--- src/rtl/ucsbece154b_bpred_ctrl_pkg.sv ---
// Shared opcodes, sequencer states and opcode classification helpers for the
// branch predictor control slice.
package ucsbece154b_bpred_ctrl_pkg;

    localparam logic [6:0] INSTR_BRANCH_OP = 7'b1100011;
    localparam logic [6:0] INSTR_JAL_OP    = 7'b1101111;
    localparam logic [6:0] INSTR_JALR_OP   = 7'b1100111;

    typedef enum logic [1:0] {
        ST_INIT    = 2'd0,
        ST_RUN     = 2'd1,
        ST_RECOVER = 2'd2
    } bpred_state_e;

    function automatic logic is_ctrl_op(input logic [6:0] op);
        return (op == INSTR_BRANCH_OP) || (op == INSTR_JAL_OP) || (op == INSTR_JALR_OP);
    endfunction

endpackage

--- src/rtl/ucsbece154b_bpred_ctrl_if.sv ---
// Predictor-facing bundle: fetch-time prediction in, BTB/PHT/GHR write port out.
// The controller owns the write port (master); the predictor is the slave.
interface ucsbece154b_bpred_ctrl_if #(
    parameter int NUM_BTB_ENTRIES = 32,
    parameter int NUM_GHR_BITS    = 5
);
    localparam int IDX_W = $clog2(NUM_BTB_ENTRIES);

    logic                    BranchTaken_i;
    logic [31:0]             BTBtarget_i;
    logic [NUM_GHR_BITS-1:0] PHTreadaddress_i;
    logic                    BTB_we_o;
    logic [IDX_W-1:0]        BTBwriteaddress_o;
    logic [31:0]             BTBwritedata_o;
    logic                    PHTwe_o;
    logic                    PHTincrement_o;
    logic [NUM_GHR_BITS-1:0] PHTwriteaddress_o;
    logic                    GHRreset_o;

    modport master (
        input  BranchTaken_i, BTBtarget_i, PHTreadaddress_i,
        output BTB_we_o, BTBwriteaddress_o, BTBwritedata_o,
               PHTwe_o, PHTincrement_o, PHTwriteaddress_o, GHRreset_o
    );

    modport slave (
        output BranchTaken_i, BTBtarget_i, PHTreadaddress_i,
        input  BTB_we_o, BTBwriteaddress_o, BTBwritedata_o,
               PHTwe_o, PHTincrement_o, PHTwriteaddress_o, GHRreset_o
    );
endinterface

--- src/rtl/ucsbece154b_bpred_ctrl_chk.sv ---
// Protocol checker: the hazard unit must never let an update arrive while the
// queue is full and not draining.
module ucsbece154b_bpred_ctrl_chk (
    input logic clk,
    input logic reset_i,
    input logic push,
    input logic pop,
    input logic full
);
    a_no_overflow: assert property (@(posedge clk) disable iff (reset_i) !(push && full && !pop));
endmodule

--- src/rtl/ucsbece154b_bpred_updq.sv ---
// Small synchronous FIFO holding pending predictor updates; head is a direct
// register read so the write port sees only registered data.
module ucsbece154b_bpred_updq #(
    parameter int WIDTH = 8,
    parameter int DEPTH = 2
) (
    input  logic             clk,
    input  logic             reset_i,
    input  logic             push,
    input  logic             pop,
    input  logic [WIDTH-1:0] din,
    output logic             full,
    output logic             empty,
    output logic [WIDTH-1:0] head
);
    localparam int PTR_W = $clog2(DEPTH);
    localparam int CNT_W = PTR_W + 1;

    logic [WIDTH-1:0] mem_r [DEPTH];
    logic [PTR_W-1:0] wr_ptr_r, rd_ptr_r;
    logic [CNT_W-1:0] count_r;
    logic             push_ok_s, pop_ok_s;

    assign full      = (count_r == CNT_W'(DEPTH));
    assign empty     = (count_r == {CNT_W{1'b0}});
    assign push_ok_s = push & (~full | pop);
    assign pop_ok_s  = pop & ~empty;
    assign head      = mem_r[rd_ptr_r];

    // Entry storage
    always_ff @(posedge clk or posedge reset_i) begin
        if (reset_i) begin
            for (int i = 0; i < DEPTH; i++) mem_r[i] <= {WIDTH{1'b0}};
        end else if (push_ok_s) begin
            mem_r[wr_ptr_r] <= din;
        end
    end

    // Pointers and occupancy; power-of-two depth lets the pointers wrap naturally
    always_ff @(posedge clk or posedge reset_i) begin
        if (reset_i) begin
            wr_ptr_r <= {PTR_W{1'b0}};
            rd_ptr_r <= {PTR_W{1'b0}};
            count_r  <= {CNT_W{1'b0}};
        end else begin
            if (push_ok_s) wr_ptr_r <= wr_ptr_r + PTR_W'(1);
            if (pop_ok_s)  rd_ptr_r <= rd_ptr_r + PTR_W'(1);
            case ({push_ok_s, pop_ok_s})
                2'b10:   count_r <= count_r + CNT_W'(1);
                2'b01:   count_r <= count_r - CNT_W'(1);
                default: count_r <= count_r;
            endcase
        end
    end
endmodule

--- src/rtl/ucsbece154b_bpred_ctrl.sv ---
// Predictor sequencer: pipes fetch predictions to Execute, detects mispredicts,
// and drains queued BTB/PHT updates one per cycle.
module ucsbece154b_bpred_ctrl
    import ucsbece154b_bpred_ctrl_pkg::*;
#(
    parameter int NUM_BTB_ENTRIES = 32,
    parameter int NUM_GHR_BITS    = 5,
    parameter int UPDQ_DEPTH      = 2
) (
    input  logic        clk,
    input  logic        reset_i,
    input  logic        StallF_i,
    input  logic        StallD_i,
    input  logic        FlushD_i,
    input  logic        FlushE_i,
    input  logic [6:0]  opE_i,
    input  logic [31:0] pcE_i,
    input  logic [31:0] PCPlus4E_i,
    input  logic        TakenE_i,
    input  logic [31:0] TargetE_i,
    output logic        MispredictE_o,
    output logic [31:0] RedirectPC_o,
    output logic        FlushD_o,
    output logic        FlushE_o,
    output logic        StallF_o,
    ucsbece154b_bpred_ctrl_if.master bp
);
    localparam int IDX_W   = $clog2(NUM_BTB_ENTRIES);
    localparam int ENTRY_W = 3 + IDX_W + NUM_GHR_BITS + 32;

    bpred_state_e            state_r, state_next_s;
    logic                    d_valid_r, d_taken_r, e_valid_r, e_taken_r;
    logic [31:0]             d_target_r, e_target_r;
    logic [NUM_GHR_BITS-1:0] d_pht_r, e_pht_r;
    logic                    mispredict_s, enq_s, deq_s, q_full_s, q_empty_s;
    logic                    init_s, ghr_reset_s;
    logic [ENTRY_W-1:0]      enq_data_s, head_s;
    logic                    head_btb_w_s, head_pht_w_s, head_inc_s;
    logic [IDX_W-1:0]        head_idx_s;
    logic [NUM_GHR_BITS-1:0] head_pht_s;
    logic [31:0]             head_tgt_s;
    logic                    unused_s;

    assign {head_btb_w_s, head_pht_w_s, head_inc_s, head_idx_s, head_pht_s, head_tgt_s} = head_s;
    assign unused_s = ^{pcE_i[31:IDX_W+2], pcE_i[1:0]};

    // State register
    always_ff @(posedge clk or posedge reset_i) begin
        if (reset_i) state_r <= ST_INIT;
        else         state_r <= state_next_s;
    end

    // Next state: a mispredict during recovery simply extends recovery
    always_comb begin
        state_next_s = state_r;
        case (state_r)
            ST_INIT:             state_next_s = ST_RUN;
            ST_RUN, ST_RECOVER:  state_next_s = mispredict_s ? ST_RECOVER : ST_RUN;
            default:             state_next_s = ST_INIT;
        endcase
    end

    // FSM outputs
    always_comb begin
        init_s      = 1'b0;
        ghr_reset_s = 1'b0;
        case (state_r)
            ST_INIT:    begin init_s = 1'b1; ghr_reset_s = 1'b1; end
            ST_RUN:     begin init_s = 1'b0; ghr_reset_s = 1'b0; end
            ST_RECOVER: begin init_s = 1'b0; ghr_reset_s = 1'b1; end
            default:    begin init_s = 1'b1; ghr_reset_s = 1'b1; end
        endcase
    end

    // F->D metadata; flush beats stall
    always_ff @(posedge clk or posedge reset_i) begin
        if (reset_i) begin
            d_valid_r  <= 1'b0;
            d_taken_r  <= 1'b0;
            d_target_r <= 32'd0;
            d_pht_r    <= {NUM_GHR_BITS{1'b0}};
        end else if (FlushD_i) begin
            d_valid_r  <= 1'b0;
        end else if (!StallF_i) begin
            d_valid_r  <= 1'b1;
            d_taken_r  <= bp.BranchTaken_i;
            d_target_r <= bp.BTBtarget_i;
            d_pht_r    <= bp.PHTreadaddress_i;
        end
    end

    // D->E metadata; flush beats stall
    always_ff @(posedge clk or posedge reset_i) begin
        if (reset_i) begin
            e_valid_r  <= 1'b0;
            e_taken_r  <= 1'b0;
            e_target_r <= 32'd0;
            e_pht_r    <= {NUM_GHR_BITS{1'b0}};
        end else if (FlushE_i) begin
            e_valid_r  <= 1'b0;
        end else if (!StallD_i) begin
            e_valid_r  <= d_valid_r;
            e_taken_r  <= d_taken_r;
            e_target_r <= d_target_r;
            e_pht_r    <= d_pht_r;
        end
    end

    // Prediction check against the resolved outcome in Execute
    always_comb begin
        mispredict_s = 1'b0;
        if (e_valid_r && (state_r != ST_INIT)) begin
            case (opE_i)
                INSTR_BRANCH_OP: mispredict_s = (e_taken_r != TakenE_i) ||
                                                (e_taken_r && TakenE_i && (e_target_r != TargetE_i));
                INSTR_JAL_OP,
                INSTR_JALR_OP:   mispredict_s = !e_taken_r || (e_target_r != TargetE_i);
                default:         mispredict_s = e_taken_r;
            endcase
        end else begin
            mispredict_s = 1'b0;
        end
    end

    assign enq_s      = e_valid_r & is_ctrl_op(opE_i) & ~FlushE_i;
    assign deq_s      = (state_r == ST_RUN) & ~q_empty_s;
    assign enq_data_s = {mispredict_s & TakenE_i, opE_i == INSTR_BRANCH_OP, TakenE_i,
                         pcE_i[IDX_W+1:2], e_pht_r, TargetE_i};

    ucsbece154b_bpred_updq #(.WIDTH(ENTRY_W), .DEPTH(UPDQ_DEPTH)) u_updq (
        .clk     (clk),
        .reset_i (reset_i),
        .push    (enq_s),
        .pop     (deq_s),
        .din     (enq_data_s),
        .full    (q_full_s),
        .empty   (q_empty_s),
        .head    (head_s)
    );

    ucsbece154b_bpred_ctrl_chk u_chk (
        .clk     (clk),
        .reset_i (reset_i),
        .push    (enq_s),
        .pop     (deq_s),
        .full    (q_full_s)
    );

    assign MispredictE_o = mispredict_s;
    assign RedirectPC_o  = TakenE_i ? TargetE_i : PCPlus4E_i;
    assign FlushD_o      = mispredict_s;
    assign FlushE_o      = mispredict_s;
    assign StallF_o      = init_s | (q_full_s & ~deq_s);

    assign bp.GHRreset_o        = ghr_reset_s;
    assign bp.BTB_we_o          = deq_s & head_btb_w_s;
    assign bp.PHTwe_o           = deq_s & head_pht_w_s;
    assign bp.PHTincrement_o    = deq_s & head_inc_s;
    assign bp.BTBwriteaddress_o = deq_s ? head_idx_s : {IDX_W{1'b0}};
    assign bp.BTBwritedata_o    = deq_s ? head_tgt_s : 32'd0;
    assign bp.PHTwriteaddress_o = deq_s ? head_pht_s : {NUM_GHR_BITS{1'b0}};
endmodule

--- src/flat_wrapper.sv ---
// flat-port wrapper written by rule: the top's interface ports become plain ports
module ucsbece154b_bpred_ctrl_flat import ucsbece154b_bpred_ctrl_pkg::*;
#(
    parameter int NUM_BTB_ENTRIES = 32,
    parameter int NUM_GHR_BITS    = 5,
    parameter int UPDQ_DEPTH      = 2
)
  (clk, reset_i, StallF_i, StallD_i, FlushD_i, FlushE_i, opE_i, pcE_i, PCPlus4E_i, TakenE_i, TargetE_i, MispredictE_o, RedirectPC_o, FlushD_o, FlushE_o, StallF_o, bp_BranchTaken_i, bp_BTBtarget_i, bp_PHTreadaddress_i, bp_BTB_we_o, bp_BTBwriteaddress_o, bp_BTBwritedata_o, bp_PHTwe_o, bp_PHTincrement_o, bp_PHTwriteaddress_o, bp_GHRreset_o);
  ucsbece154b_bpred_ctrl_if #(.NUM_BTB_ENTRIES(NUM_BTB_ENTRIES), .NUM_GHR_BITS(NUM_GHR_BITS)) bp_i ();
  input  logic clk;
  input  logic reset_i;
  input  logic StallF_i;
  input  logic StallD_i;
  input  logic FlushD_i;
  input  logic FlushE_i;
  input  logic [6:0] opE_i;
  input  logic [31:0] pcE_i;
  input  logic [31:0] PCPlus4E_i;
  input  logic TakenE_i;
  input  logic [31:0] TargetE_i;
  output logic MispredictE_o;
  output logic [31:0] RedirectPC_o;
  output logic FlushD_o;
  output logic FlushE_o;
  output logic StallF_o;
  input wire logic [$bits(bp_i.BranchTaken_i)-1:0] bp_BranchTaken_i;
  input wire logic [$bits(bp_i.BTBtarget_i)-1:0] bp_BTBtarget_i;
  input wire logic [$bits(bp_i.PHTreadaddress_i)-1:0] bp_PHTreadaddress_i;
  output wire logic [$bits(bp_i.BTB_we_o)-1:0] bp_BTB_we_o;
  output wire logic [$bits(bp_i.BTBwriteaddress_o)-1:0] bp_BTBwriteaddress_o;
  output wire logic [$bits(bp_i.BTBwritedata_o)-1:0] bp_BTBwritedata_o;
  output wire logic [$bits(bp_i.PHTwe_o)-1:0] bp_PHTwe_o;
  output wire logic [$bits(bp_i.PHTincrement_o)-1:0] bp_PHTincrement_o;
  output wire logic [$bits(bp_i.PHTwriteaddress_o)-1:0] bp_PHTwriteaddress_o;
  output wire logic [$bits(bp_i.GHRreset_o)-1:0] bp_GHRreset_o;
  assign bp_i.BranchTaken_i = bp_BranchTaken_i;
  assign bp_i.BTBtarget_i = bp_BTBtarget_i;
  assign bp_i.PHTreadaddress_i = bp_PHTreadaddress_i;
  assign bp_BTB_we_o = bp_i.BTB_we_o;
  assign bp_BTBwriteaddress_o = bp_i.BTBwriteaddress_o;
  assign bp_BTBwritedata_o = bp_i.BTBwritedata_o;
  assign bp_PHTwe_o = bp_i.PHTwe_o;
  assign bp_PHTincrement_o = bp_i.PHTincrement_o;
  assign bp_PHTwriteaddress_o = bp_i.PHTwriteaddress_o;
  assign bp_GHRreset_o = bp_i.GHRreset_o;
  ucsbece154b_bpred_ctrl #(.NUM_BTB_ENTRIES(NUM_BTB_ENTRIES), .NUM_GHR_BITS(NUM_GHR_BITS), .UPDQ_DEPTH(UPDQ_DEPTH)) u_core (.clk(clk), .reset_i(reset_i), .StallF_i(StallF_i), .StallD_i(StallD_i), .FlushD_i(FlushD_i), .FlushE_i(FlushE_i), .opE_i(opE_i), .pcE_i(pcE_i), .PCPlus4E_i(PCPlus4E_i), .TakenE_i(TakenE_i), .TargetE_i(TargetE_i), .MispredictE_o(MispredictE_o), .RedirectPC_o(RedirectPC_o), .FlushD_o(FlushD_o), .FlushE_o(FlushE_o), .StallF_o(StallF_o), .bp(bp_i));
endmodule
--- config.mk ---
export PLATFORM = sky130hd
export DESIGN_NAME = ucsbece154b_bpred_ctrl_flat
export DESIGN_NICKNAME = d
export VERILOG_FILES = /design/src/rtl/ucsbece154b_bpred_ctrl_pkg.sv /design/src/rtl/ucsbece154b_bpred_ctrl_if.sv /design/src/rtl/ucsbece154b_bpred_ctrl_chk.sv /design/src/rtl/ucsbece154b_bpred_updq.sv /design/src/rtl/ucsbece154b_bpred_ctrl.sv /design/src/flat_wrapper.sv
export SDC_FILE = /design/constraint.sdc
export NUM_CORES = 1
export LEC_CHECK = 0
export ABC_CLOCK_PERIOD_IN_PS = 8500
export CORE_UTILIZATION = 48
export DETAILED_ROUTE_END_ITERATION = 10
export PLACE_DENSITY_LB_ADDON = 0.25
export SLEW_MARGIN = 20
export SYNTH_ARGS = -nofsm -noshare
export SYNTH_HDL_FRONTEND = slang
export SYNTH_SLANG_ARGS = --single-unit
export TNS_END_PERCENT = 30
--- constraint.sdc ---
create_clock -name clk -period 8.5 [get_ports clk]
set_clock_uncertainty 0.1 [all_clocks]
set_input_delay 2.125 -clock clk [delete_from_list [all_inputs] [get_ports clk]]
set_output_delay 2.125 -clock clk [all_outputs]
set_load 0.05 [all_outputs]
Word-level counts from Yosys, hierarchy flattened
Index checks and enable logic that the tools add are counted.
{"block": "totals", "regBits": 174, "input_bits": 148, "output_inout_bits": 82, "wordCells": 92}
{"block": "classes", "add_sub_neg": 4, "order_cmp": 3, "eq_ne": 12, "mux": 21, "n_bitwise": 21, "n_reduce_logical": 17}
{"op": "$mux 45", "n": 4}
{"op": "$bwmux 90", "n": 1}
{"op": "$mux 32", "n": 2}
{"op": "$demux 45 s1", "n": 1}
{"op": "$ne 32x32->1", "n": 1}
{"op": "$eq 7x7->1 const B", "n": 3}
{"op": "$and 1x1->1", "n": 10}
{"op": "$mux 5", "n": 2}
{"op": "$pmux 2 s2", "n": 2}
{"op": "$mux 1", "n": 7}
{"op": "$not 1->1", "n": 7}
{"op": "$eq 2x2->1 const B", "n": 3}
{"op": "$eq 2x1->1 const B", "n": 2}
{"op": "$ge 2x2->1 const B", "n": 2}
{"op": "$logic_and 1x1->1", "n": 4}
{"op": "$logic_not 2->1", "n": 2}
{"op": "$logic_or 1x1->1", "n": 4}
{"op": "$ne 2x1->1 const B", "n": 2}
{"op": "$not 1->2", "n": 2}
{"op": "$reduce_and 2->1", "n": 2}
{"op": "$reduce_bool 2->1", "n": 2}
{"op": "$reduce_or 2->1", "n": 2}
{"op": "$add 1x1->1 const B", "n": 2}
{"op": "$add 2x1->2 const B", "n": 1}
{"op": "other kinds (7)", "n": 8}

Logic depth before layout (Yosys ltp)
{"block": "logic_depth", "depth_word": 8, "ltp_mapped": 10, "ltp_nobuf": 9}

Hierarchy
A second synthesis with hierarchy kept.
{"block": "hier_totals", "cells_unflattened": 595, "hier_area_um2": 8525.7}
{"mod": "ucsbece154b_bpred_updq", "instances": 1, "cells_per_inst": 259, "area_per_inst_um2": 4301.6, "seq_area_each_um2": 2352.3}
{"mod": "ucsbece154b_bpred_ctrl", "instances": 1, "cells_per_inst": 336, "area_per_inst_um2": 4224.1, "seq_area_each_um2": 2001.9}

Worst setup path after synthesis
OpenSTA, ideal clock, no wires.
{"block": "synth_path", "path_kind": "input-to-output", "from": "input TakenE_i", "to": "output FlushE_o", "t_arrival_ns": 3.660, "t_required_ns": 6.275, "setup_slack_ns": 2.615, "cell_stages": 7, "n_path_buf": 1, "cell_sequence": "ha_1 -> nand2_1 -> o2bb2ai_1 -> a211o_1 -> o21ai_0 -> inv_1 -> buf_4"}
{"block": "synth_via", "elab_chain_len": 5, "word_cells_on_any_way": 6, "classes_between": "1 x eq/ne; 2 x mux; 3 x reduce/logical"}
{"element": "from (decl)", "line_no": "flat_wrapper.sv:19", "rtl": "input logic TakenE_i;"}
{"element": "$logic_and 1x1->1 (2 in a row)", "line_no": "ucsbece154b_bpred_ctrl.sv:115", "rtl": "(e_taken_r && TakenE_i && (e_target_r != TargetE_i));"}
{"element": "$logic_or 1x1->1 (*)", "line_no": "ucsbece154b_bpred_ctrl.sv:114", "rtl": "INSTR_BRANCH_OP: mispredict_s = (e_taken_r != TakenE_i) ||"}
{"element": "$pmux 1 s2 (*)", "line_no": "ucsbece154b_bpred_ctrl.sv:113", "rtl": "case (opE_i)"}
{"element": "$mux 1 (*)", "line_no": "ucsbece154b_bpred_ctrl.sv:112", "rtl": "if (e_valid_r && (state_r != ST_INIT)) begin"}
{"element": "to (decl)", "line_no": "flat_wrapper.sv:24", "rtl": "output logic FlushE_o;"}
Mark *: on every way between the ends. The rest lies on a longest branch, timed or not.

Worst setup path after layout
{"block": "layout_path", "from": "input TargetE_i[0]", "to": "output FlushE_o"}
{"block": "layout_via", "elab_chain_len": 5, "word_cells_on_any_way": 6, "classes_between": "1 x eq/ne; 2 x mux; 3 x reduce/logical"}
{"element": "from (decl)", "line_no": "flat_wrapper.sv:20", "rtl": "input logic [31:0] TargetE_i;"}
{"element": "$ne 32x32->1 (*)", "line_no": "ucsbece154b_bpred_ctrl.sv:115, ucsbece154b_bpred_ctrl.sv:117"}
{"element": "$logic_and 1x1->1", "line_no": "ucsbece154b_bpred_ctrl.sv:115"}
{"element": "$logic_or 1x1->1", "line_no": "ucsbece154b_bpred_ctrl.sv:114"}
{"element": "$pmux 1 s2 (*)", "line_no": "ucsbece154b_bpred_ctrl.sv:113"}
{"element": "$mux 1 (*)", "line_no": "ucsbece154b_bpred_ctrl.sv:112"}
Marks and branches as above.

==> impl_metrics.prom <==
# TYPE chip_impl_metric gauge
chip_impl_info{name="run_status",value="completed"} 1
chip_impl_metric{name="grt.met1_usage",unit=""} 0.3124
chip_impl_metric{name="fp.dieArea",unit="mm2"} 0.01753
chip_impl_metric{name="ys_seq_area_frac",unit=""} 0.5333
chip_impl_metric{name="gr-usage-met3",unit=""} 0.04674
chip_impl_metric{name="ff_latch_area",unit="mm2"} 0.004355
chip_impl_metric{name="power.combinational.fraction",unit=""} 0.243
chip_impl_metric{name="fill_cells",unit=""} 1350
chip_impl_metric{name="syn_area_per_cell",unit="um2"} 10.51
chip_impl_metric{name="synth_area",unit="mm2"} 0.008164
chip_impl_metric{name="multi_input_comb_area",unit="mm2"} 0.003563
chip_impl_metric{name="vias_per_cell",unit=""} 5.029
chip_impl_metric{name="floorplan.initialDensity",unit=""} 0.4923
chip_impl_metric{name="postRouteWirelength",unit="mm"} 19.68
chip_impl_metric{name="global_route.usage.met2",unit=""} 0.3982
chip_impl_metric{name="synth_compound_gate_area_share",unit=""} 0.006743
chip_impl_metric{name="timing_worst_slew_pin_value",unit="ns"} 1.121
chip_impl_metric{name="core-area",unit="mm2"} 0.01658
chip_impl_metric{name="yosys_register_bits",unit=""} 174
chip_impl_metric{name="netSwitchingPower",unit="mW"} 0.7247
chip_impl_metric{name="port-buffer-count",unit=""} 202
chip_impl_info{name="critical_path.reg2reg.startpoint",value="u_core.state_r[1]"} 1
chip_impl_metric{name="dpl-instance-area",unit="mm2"} 0.01031
chip_impl_info{name="worst-setup-path-type",value="input port to primary output"} 1
chip_impl_metric{name="ant_nets",unit=""} 0
chip_impl_metric{name="antenna_cells_inserted",unit=""} 0
chip_impl_metric{name="postCtsSetupBuffers",unit=""} 0
chip_impl_metric{name="reg2reg_slack",unit="ns"} 5.88
chip_impl_metric{name="finalWeightedCongestion",unit=""} 0.7601
chip_impl_metric{name="yosys.cell_types.count",unit=""} 31
chip_impl_metric{name="detail_route.drc_violations",unit=""} 0
chip_impl_metric{name="worst_vdd_drop",unit="mV"} 0.1430
chip_impl_metric{name="synth-adder-area-share",unit=""} 0.007663
chip_impl_metric{name="finalNonFillerCells",unit=""} 1196
chip_impl_metric{name="max_slew_margin",unit=""} 0.2530
chip_impl_info{name="postSynth.topFlopCell",value="dfrtp_1"} 1
chip_impl_metric{name="post_cts_resize_count",unit=""} 0
chip_impl_metric{name="syn_inst",unit=""} 777
chip_impl_metric{name="async_reset_ff_frac",unit=""} 1.000
chip_impl_metric{name="final_max_slew_viol_count",unit=""} 0
chip_impl_metric{name="report.power.total",unit="mW"} 2.421
chip_impl_metric{name="cts.hold.buffers_added",unit=""} 0
chip_impl_metric{name="setup_slack",unit="ns"} 1.317
chip_impl_metric{name="drtIter0Drc",unit=""} 293
chip_impl_metric{name="antenna_violations_before_repair",unit=""} 0
chip_impl_metric{name="wl_per_cell",unit="um"} 16.46
chip_impl_metric{name="clkSinkCount",unit=""} 174
chip_impl_metric{name="power.density",unit="mW/mm2"} 221.3
chip_impl_metric{name="synth-edff-count",unit=""} 0
chip_impl_metric{name="critical_path_peak_fanout",unit=""} 5
chip_impl_metric{name="grt_pass1_wl",unit="mm"} 31.89
chip_impl_info{name="dominant_combinational_cell_family_by_area_after_synthesis",value="multiplexers"} 1
chip_impl_info{name="rsz0062_at_grt",value="no"} 1
chip_impl_info{name="r2r_end",value="u_core.u_updq.mem_r[44]"} 1
chip_impl_info{name="cts_tree",value="yes"} 1
chip_impl_metric{name="num_io_pins",unit=""} 230
chip_impl_metric{name="netSwitchingFraction",unit=""} 0.2994
chip_impl_metric{name="firstDrtPassIters",unit=""} 4
chip_impl_metric{name="muxShareOfSynthArea",unit=""} 0.2054
chip_impl_metric{name="grt_max_degree",unit=""} 101
chip_impl_metric{name="setup-tns-final",unit="ns"} 0
chip_impl_metric{name="critPathRequiredTime",unit="ns"} 6.28
chip_impl_metric{name="hold_path_depth",unit=""} 2
chip_impl_info{name="clk_root_buffer_cell",value="clkbuf_16"} 1
chip_impl_metric{name="power.share.sequential",unit=""} 0.418
chip_impl_metric{name="synth_nets",unit=""} 930
chip_impl_info{name="grt_busiest_layer",value="met2"} 1
chip_impl_metric{name="max_cap_viols",unit=""} 0
chip_impl_metric{name="cts.reportedPaths.clkPinSlew",unit="ns"} 0.06
chip_impl_metric{name="vias",unit=""} 6015
chip_impl_metric{name="die_width",unit="um"} 132.4
chip_impl_metric{name="place_worst_setup_slack",unit="ns"} 1.323
chip_impl_metric{name="cp.arrival",unit="ns"} 4.96
chip_impl_metric{name="post_synthesis_xor_xnor_area_fraction",unit=""} 0.03969
chip_impl_metric{name="gr-total-overflow",unit=""} 0
chip_impl_info{name="cp-start-kind",value="input port"} 1
chip_impl_metric{name="ratio_of_cells_with_drive_above_1_in_the_final_layout",unit=""} 0.1650
chip_impl_info{name="hold_start",value="u_core.u_updq.mem_r[17]"} 1
chip_impl_metric{name="synth_simple_gate_area_share",unit=""} 0.1721
chip_impl_metric{name="number_of_buffers_on_the_longest_clock_path",unit=""} 2
chip_impl_metric{name="finalNetCount",unit=""} 1116
chip_impl_metric{name="leakagePower",unit="nW"} 5.074
chip_impl_info{name="worstHoldPathType",value="flip-flop to flip-flop"} 1
chip_impl_metric{name="clk_latency",unit="ns"} 0.42
chip_impl_metric{name="max_clock_freq",unit="GHz"} 0.1392
chip_impl_metric{name="flow.area_growth_from_synthesis",unit="%"} 33.96
chip_impl_info{name="critical_path.endpoint_type",value="primary output"} 1
chip_impl_metric{name="grt_util_all_layers",unit=""} 0.2364
chip_impl_metric{name="place.detailed.hpwl",unit="mm"} 12.71
chip_impl_metric{name="cell_internal_pwr",unit="mW"} 1.696
chip_impl_metric{name="timing.final.crit_period",unit="ns"} 7.183
chip_impl_metric{name="die-height",unit="um"} 132.4
chip_impl_metric{name="final-setup-viol-count",unit=""} 0
chip_impl_metric{name="grt_pass1_vias",unit=""} 5999
chip_impl_metric{name="finalInstanceArea",unit="mm2"} 0.01094
chip_impl_metric{name="ys_warn_count",unit=""} 0
chip_impl_metric{name="worstRegToRegCells",unit=""} 8
chip_impl_metric{name="hold_violations",unit=""} 0
chip_impl_metric{name="tcrit_tclk_final",unit=""} 0.8451
chip_impl_metric{name="htree_num_levels",unit=""} 4
chip_impl_metric{name="tritoncts.num_buffers",unit=""} 17
chip_impl_metric{name="place_inst",unit=""} 1164
chip_impl_metric{name="num_rows",unit=""} 47
chip_impl_info{name="hold-path-endpoint",value="u_core.u_updq.mem_r[17]"} 1
chip_impl_metric{name="clock_power_share",unit=""} 0.339
-- per-stage QoR --
stage	hold slack, ns	util
final	0.3651	0.6595
after floorplan	0.3380	-
after global routing	0.3789	0.6595
after global placement	0.3476	0.6215
after detailed placement	0.3548	0.6215
after CTS	0.3689	0.6595
-- state kept, by name, summed over array words and instances, names as in the netlist --
name	flops
u_core.u_updq.rd_ptr_r	1
u_core.d_target_r	32
u_core.d_valid_r	1
u_core.u_updq.count_r	2
u_core.d_taken_r	1
u_core.e_valid_r	1
u_core.e_target_r	32
u_core.d_pht_r	5
u_core.u_updq.mem_r	90
u_core.e_pht_r	5
u_core.u_updq.wr_ptr_r	1
u_core.state_r	2
u_core.e_taken_r	1
-- layer usage --
| metal | part of all wire | up-vias | wire length (um) |
|---|---|---|---|
| met2 | 0.50 | 147 | 9865 |
| met5 | 0 | - | 0 |
| met4 | 0.012 | 0 | 240 |
| met3 | 0.042 | 17 | 819 |
| li1 | - | 2891 | - |
| met1 | 0.44 | 2960 | 8757 |
-- synth_stat cells, types with 4 or more instances --
master | n | share of area
nand2_1 | 270 | 0.12
dfrtp_1 | 174 | 0.53
mux2_2 | 108 | 0.15
nor2_1 | 54 | 0.025
mux2i_1 | 46 | 0.056
xnor2_1 | 36 | 0.039
buf_2 | 16 | 0.0098
clkbuf_1 | 14 | 0.0064
buf_6 | 8 | 0.011
inv_1 | 8 | 0.0037
nand4_1 | 8 | 0.0061
ha_1 | 5 | 0.0077
buf_4 | 4 | 0.0037
-- cells by family after synthesis --
family / after synthesis
buf+inv: 51
xor+xnor: 37
mux: 154
compound gates: 9
simple gates: 347
flops: 174
fa+ha+maj: 5
-- how the worst max path moves through the flow --
stage,start,to,cells past startpoint
final,TargetE_i[0],FlushE_o,9
after CTS,TargetE_i[0],FlushE_o,9
after detailed placement,TargetE_i[0],FlushE_o,9
after global placement,TargetE_i[0],FlushD_o,9
after global routing,TargetE_i[0],MispredictE_o,9
after floorplan,reset_i,u_core.d_pht_r[0],1
-- layout make-up --
cell class / count / area share
clock inverters: 13 / 0.01716
well taps: 220 / 0.02517
multi-input cells: 552 / 0.3258
repair buffers: 210 / 0.1899
flip-flops and latches: 174 / 0.3982
clock buffers: 19 / 0.04050
inverters: 8 / 0.003203
-- power groups by stage --
stage          Sequential [mW]  Clock [mW]  Combinational [mW]
5_1_grt                   1.03       0.867               0.632
4_1_cts                   1.01       0.836               0.594
6_report                  1.01       0.821               0.587
2_1_floorplan            0.977           0               0.422
3_5_place_dp              1.03           0               0.591
3_3_place_gp              1.02           0               0.585
-- worst max-delay path, stage by stage --
cell and delay (ns):
clkdlybuf4s50_1 0.54, xnor2_1 0.33, nand4_1 0.16, nor4_1 0.56, a211oi_1 0.14, o21ai_0 0.18
buf_4 0.17, inv_1 0.06, clkdlybuf4s50_1 0.69
-- placed cells by master (no fill, tap or decap), types with 2 or more instances in the layout --
cell	count
nor2_4	2
inv_1	7
ha_1	5
mux2i_1	46
bufinv_16	4
xnor2_1	36
inv_6	2
dfrtp_1	173
nor2b_4	2
o21ai_1	2
clkinvlp_4	6
nor2_1	52
clkbuf_16	17
mux2_2	108
clkdlybuf4s50_1	201
nand4_1	8
nor4_1	2
a21oi_1	2
nor3b_1	2
nand2_1	269
buf_4	8
Power figures use the tool's default switching activity.
